==> config.mk <==
export PLATFORM = sky130hd
export DESIGN_NAME = nzcv_cond_unit
export DESIGN_NICKNAME = d
export VERILOG_FILES = /design/src/rtl/nzcv_cond_unit.sv
export SDC_FILE = /design/constraint.sdc
export NUM_CORES = 1
export LEC_CHECK = 0
export ABC_AREA = 1
export CAP_MARGIN = 20
export CORE_ASPECT_RATIO = 1.75
export CORE_MARGIN = 2
export CORE_UTILIZATION = 43
export DETAILED_ROUTE_END_ITERATION = 8
export PLACE_DENSITY = 0.8
export SLEW_MARGIN = 20
export SYNTH_ARGS = -nofsm -noshare
export SYNTH_HDL_FRONTEND = slang
export SYNTH_SLANG_ARGS = --single-unit
==> constraint.sdc <==
create_clock -name i_clk -period 1.7 [get_ports i_clk]
set_input_delay 0.17 -clock i_clk [delete_from_list [all_inputs] [get_ports i_clk]]
set_output_delay 0.17 -clock i_clk [all_outputs]
set_load 0.01 [all_outputs]
==> src/rtl/nzcv_cond_unit.sv <==
// nzcv_cond_unit: architectural NZCV flag register plus conditional-branch
// resolver. Queries are evaluated against the forwarded or stored flags.
// The taken/next-PC result is held in a one-entry valid/ready output register.
module nzcv_cond_unit #(
   parameter int         N          = 64,
   parameter int         CNT_W      = 16,
   parameter logic [3:0] RESET_NZCV = 4'b0000
) (
   input  logic             i_clk,
   input  logic             i_rst_n,
   input  logic [3:0]       i_nzcv,
   input  logic             i_set_flags,
   input  logic             i_valid,
   output logic             o_ready,
   input  logic [3:0]       i_cond,
   input  logic [N-1:0]     i_pc,
   input  logic [N-1:0]     i_target,
   output logic             o_valid,
   input  logic             i_ready,
   output logic             o_taken,
   output logic [N-1:0]     o_next_pc,
   output logic [3:0]       o_flags,
   output logic [CNT_W-1:0] o_taken_cnt
);

   logic [3:0]       r_flags;
   logic             r_valid;
   logic             r_taken;
   logic [N-1:0]     r_next_pc;
   logic [CNT_W-1:0] r_taken_cnt;

   logic [3:0]       w_flags;
   logic             w_n, w_z, w_c, w_v;
   logic             w_base;
   logic             w_taken;
   logic             w_accept;
   logic [N-1:0]     w_next_pc;

   // A same-cycle flag write is forwarded so the query sees the newest flags.
   assign w_flags  = i_set_flags ? i_nzcv : r_flags;
   assign w_n      = w_flags[3];
   assign w_z      = w_flags[2];
   assign w_c      = w_flags[1];
   assign w_v      = w_flags[0];

   // The output register can take a new result when empty or draining this cycle.
   assign o_ready  = ~r_valid | i_ready;
   assign w_accept = i_valid & o_ready;

   // Base condition from cond[3:1]; low bit inverts it.
   always_comb begin
      w_base = 1'b1;
      case (i_cond[3:1])
         3'b000:  w_base = w_z;
         3'b001:  w_base = w_c;
         3'b010:  w_base = w_n;
         3'b011:  w_base = w_v;
         3'b100:  w_base = w_c & ~w_z;
         3'b101:  w_base = (w_n == w_v);
         3'b110:  w_base = ~w_z & (w_n == w_v);
         default: w_base = 1'b1;
      endcase
   end

   // NV (1111) is architecturally "always", so it must not invert AL.
   assign w_taken   = (i_cond == 4'b1111) ? 1'b1 : (w_base ^ i_cond[0]);
   assign w_next_pc = w_taken ? i_target : (i_pc + N'(4));

   // Flag register: written whenever requested, regardless of the query handshake.
   always_ff @(posedge i_clk or negedge i_rst_n) begin
      if (!i_rst_n) begin
         r_flags <= RESET_NZCV;
      end else if (i_set_flags) begin
         r_flags <= i_nzcv;
      end
   end

   // Output stage: load on accept, drop valid once consumed, hold while stalled.
   always_ff @(posedge i_clk or negedge i_rst_n) begin
      if (!i_rst_n) begin
         r_valid   <= 1'b0;
         r_taken   <= 1'b0;
         r_next_pc <= '0;
      end else if (w_accept) begin
         r_valid   <= 1'b1;
         r_taken   <= w_taken;
         r_next_pc <= w_next_pc;
      end else if (r_valid && i_ready) begin
         r_valid   <= 1'b0;
      end
   end

   // Saturating count of taken branches, counted at accept time.
   always_ff @(posedge i_clk or negedge i_rst_n) begin
      if (!i_rst_n) begin
         r_taken_cnt <= '0;
      end else if (w_accept && w_taken && (r_taken_cnt != {CNT_W{1'b1}})) begin
         r_taken_cnt <= r_taken_cnt + CNT_W'(1);
      end
   end

   assign o_valid     = r_valid;
   assign o_taken     = r_taken;
   assign o_next_pc   = r_next_pc;
   assign o_flags     = r_flags;
   assign o_taken_cnt = r_taken_cnt;

endmodule

Yosys cells after proc, flatten, opt, wreduce, memory -nomap -nowiden:

Cells that the tools add are included.

* input bits: 141
* output and inout port bits: 87
* flip-flop bits (word level): 86

* $add $sub $neg: 2
* bitwise gates (word level): 7
* equality and inequality tests: 9
* reductions and logical operators: 5
* mux-type cells: 6

Operators by type and width (count)
* $add 64x3->64 const B: 1
* $mux 64: 1
* $add 16x1->16 const B: 1
* $ne 16x16->1 const B: 1
* $eq 3x3->1 const B: 3
* $pmux 1 s7: 1
* $eq 3x2->1 const B: 2
* $eq 4x4->1 const B: 1
* $mux 4: 1
* $and 1x1->1: 3
* $eq 3x1->1 const B: 1
* $logic_and 1x1->1: 3
* $logic_not 3->1: 1
* $mux 1: 3
* $not 1->1: 2
* $reduce_bool 2->1: 1
* $eq 1x1->1: 1
* $or 1x1->1: 1
* $xor 1x1->1: 1

Longest topological paths before layout:

* depth in word-level cells: 8
* mapped depth: 16

Worst setup path after synthesis:

OpenSTA, ideal clock, no wires.

* kind: flip-flop to flip-flop
* start point: register r_taken_cnt[0], in the netlist o_taken_cnt[0]
* end point: register r_taken_cnt[6], in the netlist o_taken_cnt[6]
* period minus slack after synthesis: 1.812 ns
* stages on the path, launching flop included: 9
* path slack: -0.112 ns
* data required time: 1.634 ns
* data arrival time: 1.746 ns
* path buffers: 1
* setup time: 0.066 ns
* cells stage by stage: dfrtp_1 -> ha_1 -> nand3_1 -> nor2_1 -> nand4_1 -> nand3_2 -> buf_2 -> nand2_1 -> nand2_1

* cells in the longest elaborated chain, start to end: 2
* elaborated cells between the ends (all ways): 3
* classes of those cells: add/sub (1); eq/ne (1); reduce/logical (1)

RTL lines
* start: declaration: line 30 `logic [CNT_W-1:0] r_taken_cnt;`
* start signal: assignment: line 98 `r_taken_cnt <= r_taken_cnt + CNT_W'(1);`
* branches (longest 2 deep; another with $add 16x1->16)

Several ways; the timed one is not identified.
A chain may end at the register's enable or synchronous reset.

Worst setup path after layout:

* start point: register r_flags[3], in the netlist o_flags[3]
* end point: register r_next_pc[24], in the netlist o_next_pc[24]

* cells in the longest elaborated chain, start to end: 7

RTL lines
* start: declaration: line 26 `logic [3:0] r_flags;`
* start signal: assignment: line 74 `r_flags <= i_nzcv;`
* $mux 4 (*)
* via w_flags[3]: line 32 `logic [3:0] w_flags;`
* $eq 1x1->1: line 59, 60
* $and 1x1->1: line 60 `3'b110: w_base = ~w_z & (w_n == w_v);`
* $pmux 1 s7 (*): line 53 `case (i_cond[3:1])`
* $xor 1x1->1 (*): line 66 `assign w_taken = (i_cond == 4'b1111) ? 1'b1 : (w_base ^ i_cond[0]);`
* $mux 1 (*): line 66
* $mux 64 (*): line 67 `assign w_next_pc = w_taken ? i_target : (i_pc + N'(4));`
* end signal: assignment: line 87 `r_next_pc <= w_next_pc;`
* end: declaration: line 29 `logic [N-1:0] r_next_pc;`

The timed path passes the listed nets; every way through them passes the cells marked *.

==> metrics.txt <==
syn nets=1283; WL per Instance=18.8 µm; Least-Margin Pin Slew=between 0.5 and 0.6 ns; fin nets=between 1500 and 2000; CP max-delay cell=dfrtp_1; peak supply drop=0.475 mV; pwr dens=just under 700 nW/µm²; WHS Path Cells=5; Die Y=170 µm; met2 usage=approximately two thirds; initial drt markers=around 640; TritonCTS clock tree=built; first-pass GRT wire length=roughly 45000 µm; Tcrit/Tclk final=113%; RR Startpoint=o_flags[3]; achievable frequency=0.519 GHz; Synth Area per Inst=slightly below 6 µm²; Worst-Skew Late Latency=between 0.3 and 0.4 ns; port bufs=between 200 and 250; Vias=about 9200; hold_sp=i_pc[9]; Pleak=between 5 and 6 nW; share of cells above drive strength 1=23.9%; GR Layer Usage met1=about a third; CTS Buffer Depth=2; DP Wirelength=roughly 23000 µm; path type of the worst setup path=flip-flop to flip-flop; TritonCTS buffer count=9; main flop type after synthesis=dfrtp_1; clk_skew=0.0158 ns; CTS clk-pin slew, worst paths=roughly 0.08 ns; CP required=just under 2 ns; final count of hold timing violations=0; fin worst setup slack=-0.227 ns; die area=about 17000 µm²; FILL cells=1082; Antenna Nets Post-Route=0; Die X-Extent=between 90 and 100 µm; cell count after placement=between 1500 and 2000; Cell Rows=60; largest driver fanout on the critical path=7; clk sinks=86; Hold EP=o_next_pc[9]; sequential-to-total area share from yosys stat=about a third; met3 usage=around 3.9%; unrepaired setup endpoints after global routing=yes; EDFF count, synth=0; initial antenna violation count=1; YS warnings=0; FF-to-FF path depth=14; largest net degree at the start of global routing=between 80 and 90; CTS HTree Levels=3; Yosys cell types=22; worst hold slack=between 0.3 and 0.4 ns; Post-Synthesis Cells=~1100; most used cell, CP=nand2_2; gr usage total=34.7%; detailed-route vias per instance=5.38; R2R Path End=o_next_pc[24]; Slew Viols, Final=0; min-delay worst type=input port to flip-flop; Root Driver=clkbuf_16; layer with the highest usage=met2; Multi-input gate area=about 4500 µm²; fin cells=1718; TritonRoute pass-1 iters=6; Layout area overhead=73.6%; critical path's largest stage delay=0.40 ns; WL final=approximately 32000 µm; Max Cap Violations=0; placer congestion estimate=slightly above 1; WP data arrival=about 2.2 ns; Initial Util=approximately 44%; FF-to-FF setup slack=-0.23 ns; Core ar.=approximately 15000 µm²; Max-slew headroom=between 60 and 70%; synthesized area=6780 µm²; status=finished with violations; asr flop ratio synth=100%; DRC errors left=0; IO Pins=228; FF/Latch Area=~2200 µm²; startpoint types=flip-flop; Yosys reg bits=86; CP endpoint kind=flip-flop; count of final setup violators=about 80; vias in the first global route=approximately 9000; min Tclk post-route=between 1.5 and 2 ns; total gr overflow=0; failing checks=setup timing; worst path cell trace=nand2_1 > nand2_2 > nand2_1 > nand2_1 > nor2_1 > nand2_2 > nand2_4 > nand2_4 > nand3_4 > buf_12 > buf_8 > nand2_2 > nand3_2 > nand2_2
==> how the worst max path moves through the flow <==
stage | start | to | slack, ns | cells after the start
2_1_floorplan | o_taken_cnt[0] | o_taken_cnt[6] | 0.007 | 7
3_3_place_gp | i_set_flags | o_next_pc[8] | -0.55 | 14
3_5_place_dp | i_set_flags | o_next_pc[4] | -0.66 | 14
4_1_cts | o_flags[2] | o_next_pc[31] | -0.08 | 11
5_1_grt | o_flags[3] | o_next_pc[40] | -0.27 | 14
6_report | o_flags[3] | o_next_pc[24] | -0.23 | 14
==> metal layers <==
metal | vias up | routed length, µm | share of wire (%)
li1 | 4319 | - | -
met5 | - | 0 | 0
met1 | 4270 | 10600 | 33
met3 | 158 | 1830 | 5.6
met2 | 496 | 17100 | 53
met4 | 0 | 2830 | 8.7
==> what timing repair did <==
item / in CTS / in global routing
resized for setup: 68 / 137
pin swaps: 11 / 37
hold buffers: 1 / 0
gates cloned: 2 / 8
endpoints found under the hold margin: 86 / 0
buffers inserted: 3 / 8
setup endpoints to repair: 81 / 81
==> area by class of cell <==
| type | count | share of cell area [%] |
|---|---|---|
| Multi-Input combinational cell | 870 | 38.4 |
| Sequential cell | 86 | 18.3 |
| Tap cell | 186 | 1.98 |
| Inverter | 143 | 4.56 |
| Timing Repair Buffer | 416 | 34.2 |
| Antenna cell | 1 | 0.0212 |
| Clock inverter | 7 | 0.648 |
| Clock buffer | 9 | 1.91 |
==> report_power, final <==
part | leakage [nW] | internal [mW] | total [mW] | switching (mW)
Clock | 0.148 | 1.05 | 2.08 | 1.03
Sequential | 1.07 | 2.39 | 2.63 | 0.239
Combinational | 4.63 | 1.72 | 3.38 | 1.66
==> state kept, by name (all words and copies together) (netlist names) <==
| register | count |
|---|---|
| o_valid | 1 |
| o_taken_cnt | 16 |
| o_flags | 4 |
| o_taken | 1 |
| o_next_pc | 64 |
==> synth_stat cells (2+ instances only) <==
cell type | instances | area share (%)
inv_1 | 142 | 7.9
nand2_2 | 3 | 0.28
nand4_1 | 52 | 4.8
nand3_2 | 3 | 0.44
xor2_1 | 22 | 2.8
clkbuf_1 | 19 | 1.1
nor2_1 | 167 | 9.2
buf_2 | 7 | 0.52
buf_6 | 7 | 1.2
buf_4 | 3 | 0.33
xnor2_1 | 23 | 3.0
nand3_1 | 135 | 10
dfrtp_1 | 86 | 32
nor3_1 | 18 | 1.3
buf_1 | 6 | 0.33
nand2_1 | 440 | 24
ha_1 | 2 | 0.37
==> worst max-delay path: cells and delay by family (launching register included) <==
family                 cells  cell delay, ns
buffers and inverters      2            0.31
flip-flops                 1            0.40
AND/OR/NAND/NOR           12            1.10
==> per-stage QoR <==
stage	instance area, µm²	setup WS, ns	setup TNS, ns	total power [mW]	util, %
finish	11800	-0.227	-11.86	8.10	76.5
global route	11800	-0.271	-15.72	8.44	76.5
CTS	11000	-0.0848	-3.00	7.74	71.6
detailed placement	10500	-0.657	-46.64	5.57	68.0
global placement	10500	-0.546	-40.20	5.52	68.0
floorplan	6810	0.00675	0	3.81	-
==> cells by family after synthesis <==
family	count (synthesis)	share of synthesized area, %
flip-flops	86	31.7
AO/OA/AOI/OAI	3	0.314
adder cells (fa/ha/maj)	2	0.369
XOR/XNOR	45	5.81
buffers and inverters	185	11.3
AND/OR/NAND/NOR	819	50.5
==> cell usage in the layout (no fill, tap or decap), types with 23 or more instances in the layout <==
cell and instances:
nand2_1 390, clkdlybuf4s50_1 207, buf_4 165, inv_1 138
nor2_1 114, nand3_1 95, dfrtp_1 86, nand4_1 52
nor2_2 45, nand2_2 40, nand3_2 36, xnor2_1 23
Power figures use the tool's default switching activity.
